--- src/rtl/hazard_stall_ctrl_pkg.sv ---
// Shared pipeline definitions for the 5-stage MIPS core.
// Contents:
//   REG_ADDR_W - register-file address width
//   REG_ZERO   - address of the hard-wired zero register
//   md_state_t - mult/div unit occupancy states
// The forwarding unit and decode import this package as well.
package hazard_stall_ctrl_pkg;

  localparam int REG_ADDR_W = 5;
  localparam logic [REG_ADDR_W-1:0] REG_ZERO = 5'd0;

  typedef enum logic {
    MD_IDLE = 1'b0,
    MD_BUSY = 1'b1
  } md_state_t;

endpackage

--- src/rtl/hazard_stall_ctrl_md_busy_tracker.sv ---
// Tracks occupancy of the multi-cycle mult/div unit.
// Ports:
//   clk      - clock, rising edge
//   rst_n    - synchronous active-low reset
//   md_start - mult/div issuing in EX this cycle
//   md_busy  - unit occupied (registered), MD_LATENCY cycles after issue
//   md_done  - one-cycle pulse the cycle after the last busy cycle
//
// state   | meaning
// MD_IDLE | unit free, accepts a new issue
// MD_BUSY | unit computing, md_cnt counts remaining busy cycles minus one
module hazard_stall_ctrl_md_busy_tracker
  import hazard_stall_ctrl_pkg::*;
#(
  parameter int MD_LATENCY = 4
) (
  input  logic clk,
  input  logic rst_n,
  input  logic md_start,
  output logic md_busy,
  output logic md_done
);

  localparam int CW = (MD_LATENCY > 2) ? $clog2(MD_LATENCY) : 1;
  localparam logic [CW-1:0] CNT_LOAD = CW'(MD_LATENCY - 1);

  md_state_t state, state_nxt;
  logic [CW-1:0] md_cnt, md_cnt_nxt;
  logic done_nxt;

  always_ff @(posedge clk) begin
    if (!rst_n) begin
      state   <= MD_IDLE;
      md_cnt  <= '0;
      md_done <= 1'b0;
    end else begin
      state   <= state_nxt;
      md_cnt  <= md_cnt_nxt;
      md_done <= done_nxt;
    end
  end

  always_comb begin
    state_nxt  = state;
    md_cnt_nxt = md_cnt;
    done_nxt   = 1'b0;
    unique case (state)
      MD_IDLE: begin
        if (md_start) begin
          state_nxt  = MD_BUSY;
          md_cnt_nxt = CNT_LOAD;
        end
      end
      MD_BUSY: begin
        // A start seen here is illegal and deliberately ignored.
        if (md_cnt == '0) begin
          state_nxt = MD_IDLE;
          done_nxt  = 1'b1;
        end else begin
          md_cnt_nxt = md_cnt - 1'b1;
        end
      end
      default: begin
        state_nxt  = MD_IDLE;
        md_cnt_nxt = '0;
      end
    endcase
  end

  assign md_busy = (state == MD_BUSY);

  md_start_while_busy: assert property (
    @(posedge clk) disable iff (!rst_n) (state == MD_BUSY) |-> !md_start
  );

endmodule

--- src/rtl/hazard_stall_ctrl.sv ---
// Pipeline hazard controller: load-use and mult/div stalls, branch flush,
// saturating stall-cycle counter.
// Ports:
//   clk, rst_n            - clock (rising edge), synchronous active-low reset
//   Rs_ID, Rt_ID          - source registers of the ID instruction
//   Uses_Rt_ID            - ID instruction reads rt
//   Rt_EX, Mem_Read_EX    - EX destination and load flag
//   MD_Start_EX           - mult/div issuing in EX
//   MD_Op_ID, MF_HiLo_ID  - ID instruction is mult/div or mfhi/mflo
//   Branch_Taken          - branch/jump resolved taken in ID
//   PC_Write, IF_ID_Write - front-end load enables (low while stalling)
//   IF_ID_Flush           - zero IF/ID on next edge
//   ID_EX_Flush           - insert bubble into ID/EX on next edge
//   MD_Busy, MD_Done      - mult/div occupancy and completion pulse
//   Stall_Cycles          - saturating count of stalled cycles
module hazard_stall_ctrl
  import hazard_stall_ctrl_pkg::*;
#(
  parameter int MD_LATENCY = 4,
  parameter int CNT_W      = 16
) (
  input  logic                  clk,
  input  logic                  rst_n,
  input  logic [REG_ADDR_W-1:0] Rs_ID,
  input  logic [REG_ADDR_W-1:0] Rt_ID,
  input  logic                  Uses_Rt_ID,
  input  logic [REG_ADDR_W-1:0] Rt_EX,
  input  logic                  Mem_Read_EX,
  input  logic                  MD_Start_EX,
  input  logic                  MD_Op_ID,
  input  logic                  MF_HiLo_ID,
  input  logic                  Branch_Taken,
  output logic                  PC_Write,
  output logic                  IF_ID_Write,
  output logic                  IF_ID_Flush,
  output logic                  ID_EX_Flush,
  output logic                  MD_Busy,
  output logic                  MD_Done,
  output logic [CNT_W-1:0]      Stall_Cycles
);

  logic md_busy_q;
  logic load_haz;
  logic md_haz;
  logic stall;

  hazard_stall_ctrl_md_busy_tracker #(
    .MD_LATENCY(MD_LATENCY)
  ) u_md_tracker (
    .clk     (clk),
    .rst_n   (rst_n),
    .md_start(MD_Start_EX),
    .md_busy (md_busy_q),
    .md_done (MD_Done)
  );

  // Outputs are held at their pass-through values while reset is low,
  // including the cycle before the first reset edge lands.
  assign MD_Busy = rst_n & md_busy_q;

  assign load_haz = Mem_Read_EX && (Rt_EX != REG_ZERO) &&
                    ((Rt_EX == Rs_ID) || (Uses_Rt_ID && (Rt_EX == Rt_ID)));
  assign md_haz   = MD_Busy && (MF_HiLo_ID || MD_Op_ID);
  assign stall    = rst_n && (load_haz || md_haz);

  assign PC_Write    = ~stall;
  assign IF_ID_Write = ~stall;
  assign ID_EX_Flush = stall;
  // A stalled branch may depend on the stalled operand; it resolves again
  // next cycle, so the flush is suppressed here.
  assign IF_ID_Flush = rst_n && Branch_Taken && !stall;

  always_ff @(posedge clk) begin
    if (!rst_n) begin
      Stall_Cycles <= '0;
    end else if (stall && (Stall_Cycles != {CNT_W{1'b1}})) begin
      Stall_Cycles <= Stall_Cycles + 1'b1;
    end
  end

endmodule

--- config.mk ---
export PLATFORM = sky130hd
export DESIGN_NAME = hazard_stall_ctrl
export DESIGN_NICKNAME = d
export VERILOG_FILES = /design/src/rtl/hazard_stall_ctrl_pkg.sv /design/src/rtl/hazard_stall_ctrl_md_busy_tracker.sv /design/src/rtl/hazard_stall_ctrl.sv
export SDC_FILE = /design/constraint.sdc
export NUM_CORES = 1
export LEC_CHECK = 0
export BUFFER_PORTS_ARGS = -buffer_cell sky130_fd_sc_hd__buf_2
export CAP_MARGIN = 5
export CORE_MARGIN = 2
export CORE_UTILIZATION = 44
export DETAILED_ROUTE_END_ITERATION = 16
export GPL_TIMING_DRIVEN = 1
export PLACE_DENSITY = 0.75
export SYNTH_ARGS = -nofsm -noshare
export SYNTH_HDL_FRONTEND = slang
export SYNTH_HIERARCHICAL = 1
export SYNTH_SLANG_ARGS = --single-unit
--- constraint.sdc ---
create_clock -name clk -period 1.9 [get_ports clk]
set_clock_uncertainty 0.2 [all_clocks]
set_input_delay 0.095 -clock clk [delete_from_list [all_inputs] [get_ports clk]]
set_output_delay 0.095 -clock clk [all_outputs]
set_load 0.005 [all_outputs]
==> impl_results.md <==
* Cell depth of the worst flop-to-flop path at 7
* Worst relative slew slack at 0.749
* Worst setup slack after layout at -0.199 ns
* Overall Global Routing Usage at 0.225
* Capturing element type of the critical path: flip-flop
* Syn_nets at around 160
* Post-Route WL at between 4 and 5 mm
* Leakage at approximately 0.9 nW
* Final critical-path required period at 2.10 ns
* Core Rows at 19
* Initial antenna violation count at 0
* Max cap viols at 0
* Die area at 3260 um^2
* Crit path max fanout at 3
* Cells after synthesis at about 140
* Kind of critical path: flip-flop to flip-flop
* Net count of the finished layout at 253
* Count of boundary I/O pins at 45
* Kind of start point of the critical path: flip-flop
* Ys async rst share at 0
* Worst slack after detailed placement at -0.128 ns
* Outcome: finished with violations
* Sink count of the clock tree at 20
* WHS Path Cells at 4
* CP max stage delay at 0.57 ns
* Busiest layer in global routing: met2
* Violated checks: negative setup slack
* Met2 track utilization from global routing at 0.407
* Largest net degree at the start of global routing at 26
* Class of the tightest hold or removal check: primary input to flip-flop
* Pins over their slew limit at 0
* Instance area at placement at ~1700 um^2
* Library cells used by synthesis at 43
* Post-synthesis register bit count at 20
* Peak VDD IR at ~0.38 mV
* First-pass GRT wire length at ~5.8 mm
* Final antenna diode count at 0
* Vias at roughly 1400
* Clock Tree Buf Depth at 2
* Share of post-route cells with drive strength above 1 at 0.618
* P&R area growth vs syn at 70.7%
* Clock latency on the worst-skew pair at roughly 0.30 ns
* Total CTS buffers at 3
* Final estimated routing congestion in global placement at 0.772
* Antenna-violating nets left at 0
* Total power density per cell area at between 400 and 500 nW/um^2
* Met3 usage in global routing at 0.0340
* Count of flip-flops with a built-in enable after synthesis at 0
* Register clock-pin slew on the reported worst setup and hold paths at between 0.1 and 0.15 ns
* Endpoints failing hold at 0
* RSZ-0062 raised after global routing: yes
* Iteration count of the initial detailed-routing pass at 4
* Initial DRC count at 57
* CTS H-Tree Depth at 1
* GRT met1 Usage at 0.267
* Required @ worst endpoint at ~1.9 ns
* Final period util at 1.10
* CTS tree: built
* Chip Width at between 50 and 60 um
* Number of global-route vias before repair at approximately 1300
* Crit path max-delay cell type: sky130_fd_sc_hd__or4_1
* Synthesized cell area at about 1200 um^2
* Most used DFF post-synth: sky130_fd_sc_hd__dfxtp_1
* Finish-stage setup viols at 16
* Yosys top cell by area: sky130_fd_sc_hd__dfxtp_1
* Most common library cells after synthesis: 20 x sky130_fd_sc_hd__dfxtp_1, 13 x sky130_fd_sc_hd__xnor2_1, 10 x sky130_fd_sc_hd__a21boi_1
* Measured slew at the worst slew-check pin at 0.374 ns
* DR vias/cell at about 5.6
* Portion of synthesized cell area occupied by the leading cell type at 0.323
* Wire length per cell after detailed routing at about 16 um
* Syn Area/Cell at approximately 9.2 um^2
* Chip Height at approximately 57 um
* Largest cells by area after synthesis: sky130_fd_sc_hd__dfxtp_1 32%, sky130_fd_sc_hd__xnor2_1 9.2%, sky130_fd_sc_hd__a21boi_1 6.1%, sky130_fd_sc_hd__or3_1 3.5%, sky130_fd_sc_hd__nand3_1 3.2%
* Max Clk Rate at 0.476 GHz
* Drt drc at 0
* Most common cell in the synthesized netlist: sky130_fd_sc_hd__dfxtp_1
* Core Box Area at 2710 um^2
* Overall Power at 0.854 mW
* Final std cell area, no fill at 2110 um^2
* Data arrival, critical path at roughly 2.1 ns
* Buffer type at the clock tree root: sky130_fd_sc_hd__clkbuf_4
* Syn. warnings at 6
* Ordered cell list for the critical path: nand4_1 -> buf_4 -> buf_6 -> nor2_4 -> nand2_1 -> or4_1 -> a21boi_2
* Effective utilization at floorplan at 0.457
* Proportion of synthesized chip area in sequential cells at 0.323
* Estimated wirelength of the detail-placed design at 2.29 mm
* Total of buffers placed on input and output ports at 44
* Residual overflow from global routing at 0
==> sequential cells by signal, summed over array words and instances, names as in the netlist <==
register and cells:
u_md_tracker/md_busy 1, u_md_tracker/md_cnt 2, Stall_Cycles 16, u_md_tracker/md_done 1
==> placed cells by master, fill, tap and decap left out, types with 4 or more instances in the layout <==
cell,count
sky130_fd_sc_hd__buf_2,44
sky130_fd_sc_hd__buf_4,40
sky130_fd_sc_hd__xnor2_1,12
sky130_fd_sc_hd__dfxtp_1,9
sky130_fd_sc_hd__nand2_1,9
sky130_fd_sc_hd__a21boi_1,9
sky130_fd_sc_hd__dfxtp_2,7
sky130_fd_sc_hd__or3_1,7
sky130_fd_sc_hd__and2_1,5
sky130_fd_sc_hd__or4_1,5
sky130_fd_sc_hd__nand3_1,5
sky130_fd_sc_hd__dfxtp_4,4
sky130_fd_sc_hd__o21ai_2,4
sky130_fd_sc_hd__inv_1,4
sky130_fd_sc_hd__a31oi_4,4
sky130_fd_sc_hd__o21ai_1,4
==> per-stage QoR <==
stage	hold slack (ns)	instances	util	TNS, ns
2_1_floorplan	0.0167	135	-	-0.0265
3_3_place_gp	0.272	231	0.629	-0.608
3_5_place_dp	0.273	231	0.629	-1.41
4_1_cts	0.00411	249	0.714	-1.19
5_1_grt	0.0357	256	0.780	-3.25
6_report	0.00993	256	0.780	-1.91
==> critical path: cells and delay by family, from the launching register on <==
family,cells,cell delay (ns)
AO/OA/AOI/OAI,1,0.15
buffers and inverters,2,0.29
flip-flops,1,0.36
AND/OR/NAND/NOR,4,1.05
==> layer usage <==
metal | up-vias | routed length (um)
li1 | 686 | -
met3 | 11 | 229
met1 | 679 | 1700
met4 | 0 | 103
met2 | 55 | 2000
met5 | - | 0
==> kinds of logic (layout without fill, tap and decap cells) <==
group                      Yosys count  count (layout)  synth area share
and+or+nand+nor                     54              54             0.294
buffers and inverters                9              98            0.0364
AOI/OAI and AO/OA                   35              36             0.216
adders and majority gates            3               3            0.0303
xor gates and xnor gates            13              13            0.0919
muxes                                1               1           0.00808
DFF                                 20              20             0.323
==> worst paths after layout <==
check	start	endpoint	slack (ns)
min	MD_Start_EX	u_md_tracker/md_busy	0.01
min reg2reg	u_md_tracker/md_cnt[1]	u_md_tracker/md_cnt[1]	0.32
max reg2reg	Stall_Cycles[13]	Stall_Cycles[15]	-0.20
max	Stall_Cycles[13]	Stall_Cycles[15]	-0.20
==> cell type report <==
type	count	area, um^2
fillers	182	596
multi-input cells	107	1000
inverters	5	18.8
repair buffers	90	609
flip-flops and latches	20	424
well taps	31	38.8
clock buffers	3	22.5
==> where the power goes <==
group / internal (mW) / switching (mW) / total (mW)
clock network: 0.0740 / 0.129 / 0.203
logic: 0.113 / 0.102 / 0.215
registers: 0.427 / 0.00895 / 0.436
total: 0.614 / 0.240 / 0.854
==> repair_timing <==
action	in CTS	in global routing
gates cloned	1	1
setup buffers	14	6
resized for setup	23	29
hold buffers	1	0
pin swaps	13	23
hold endpoints to repair	1	0
endpoints found under the setup margin	20	20
Note: power is estimated with default switching activity, not from simulation.
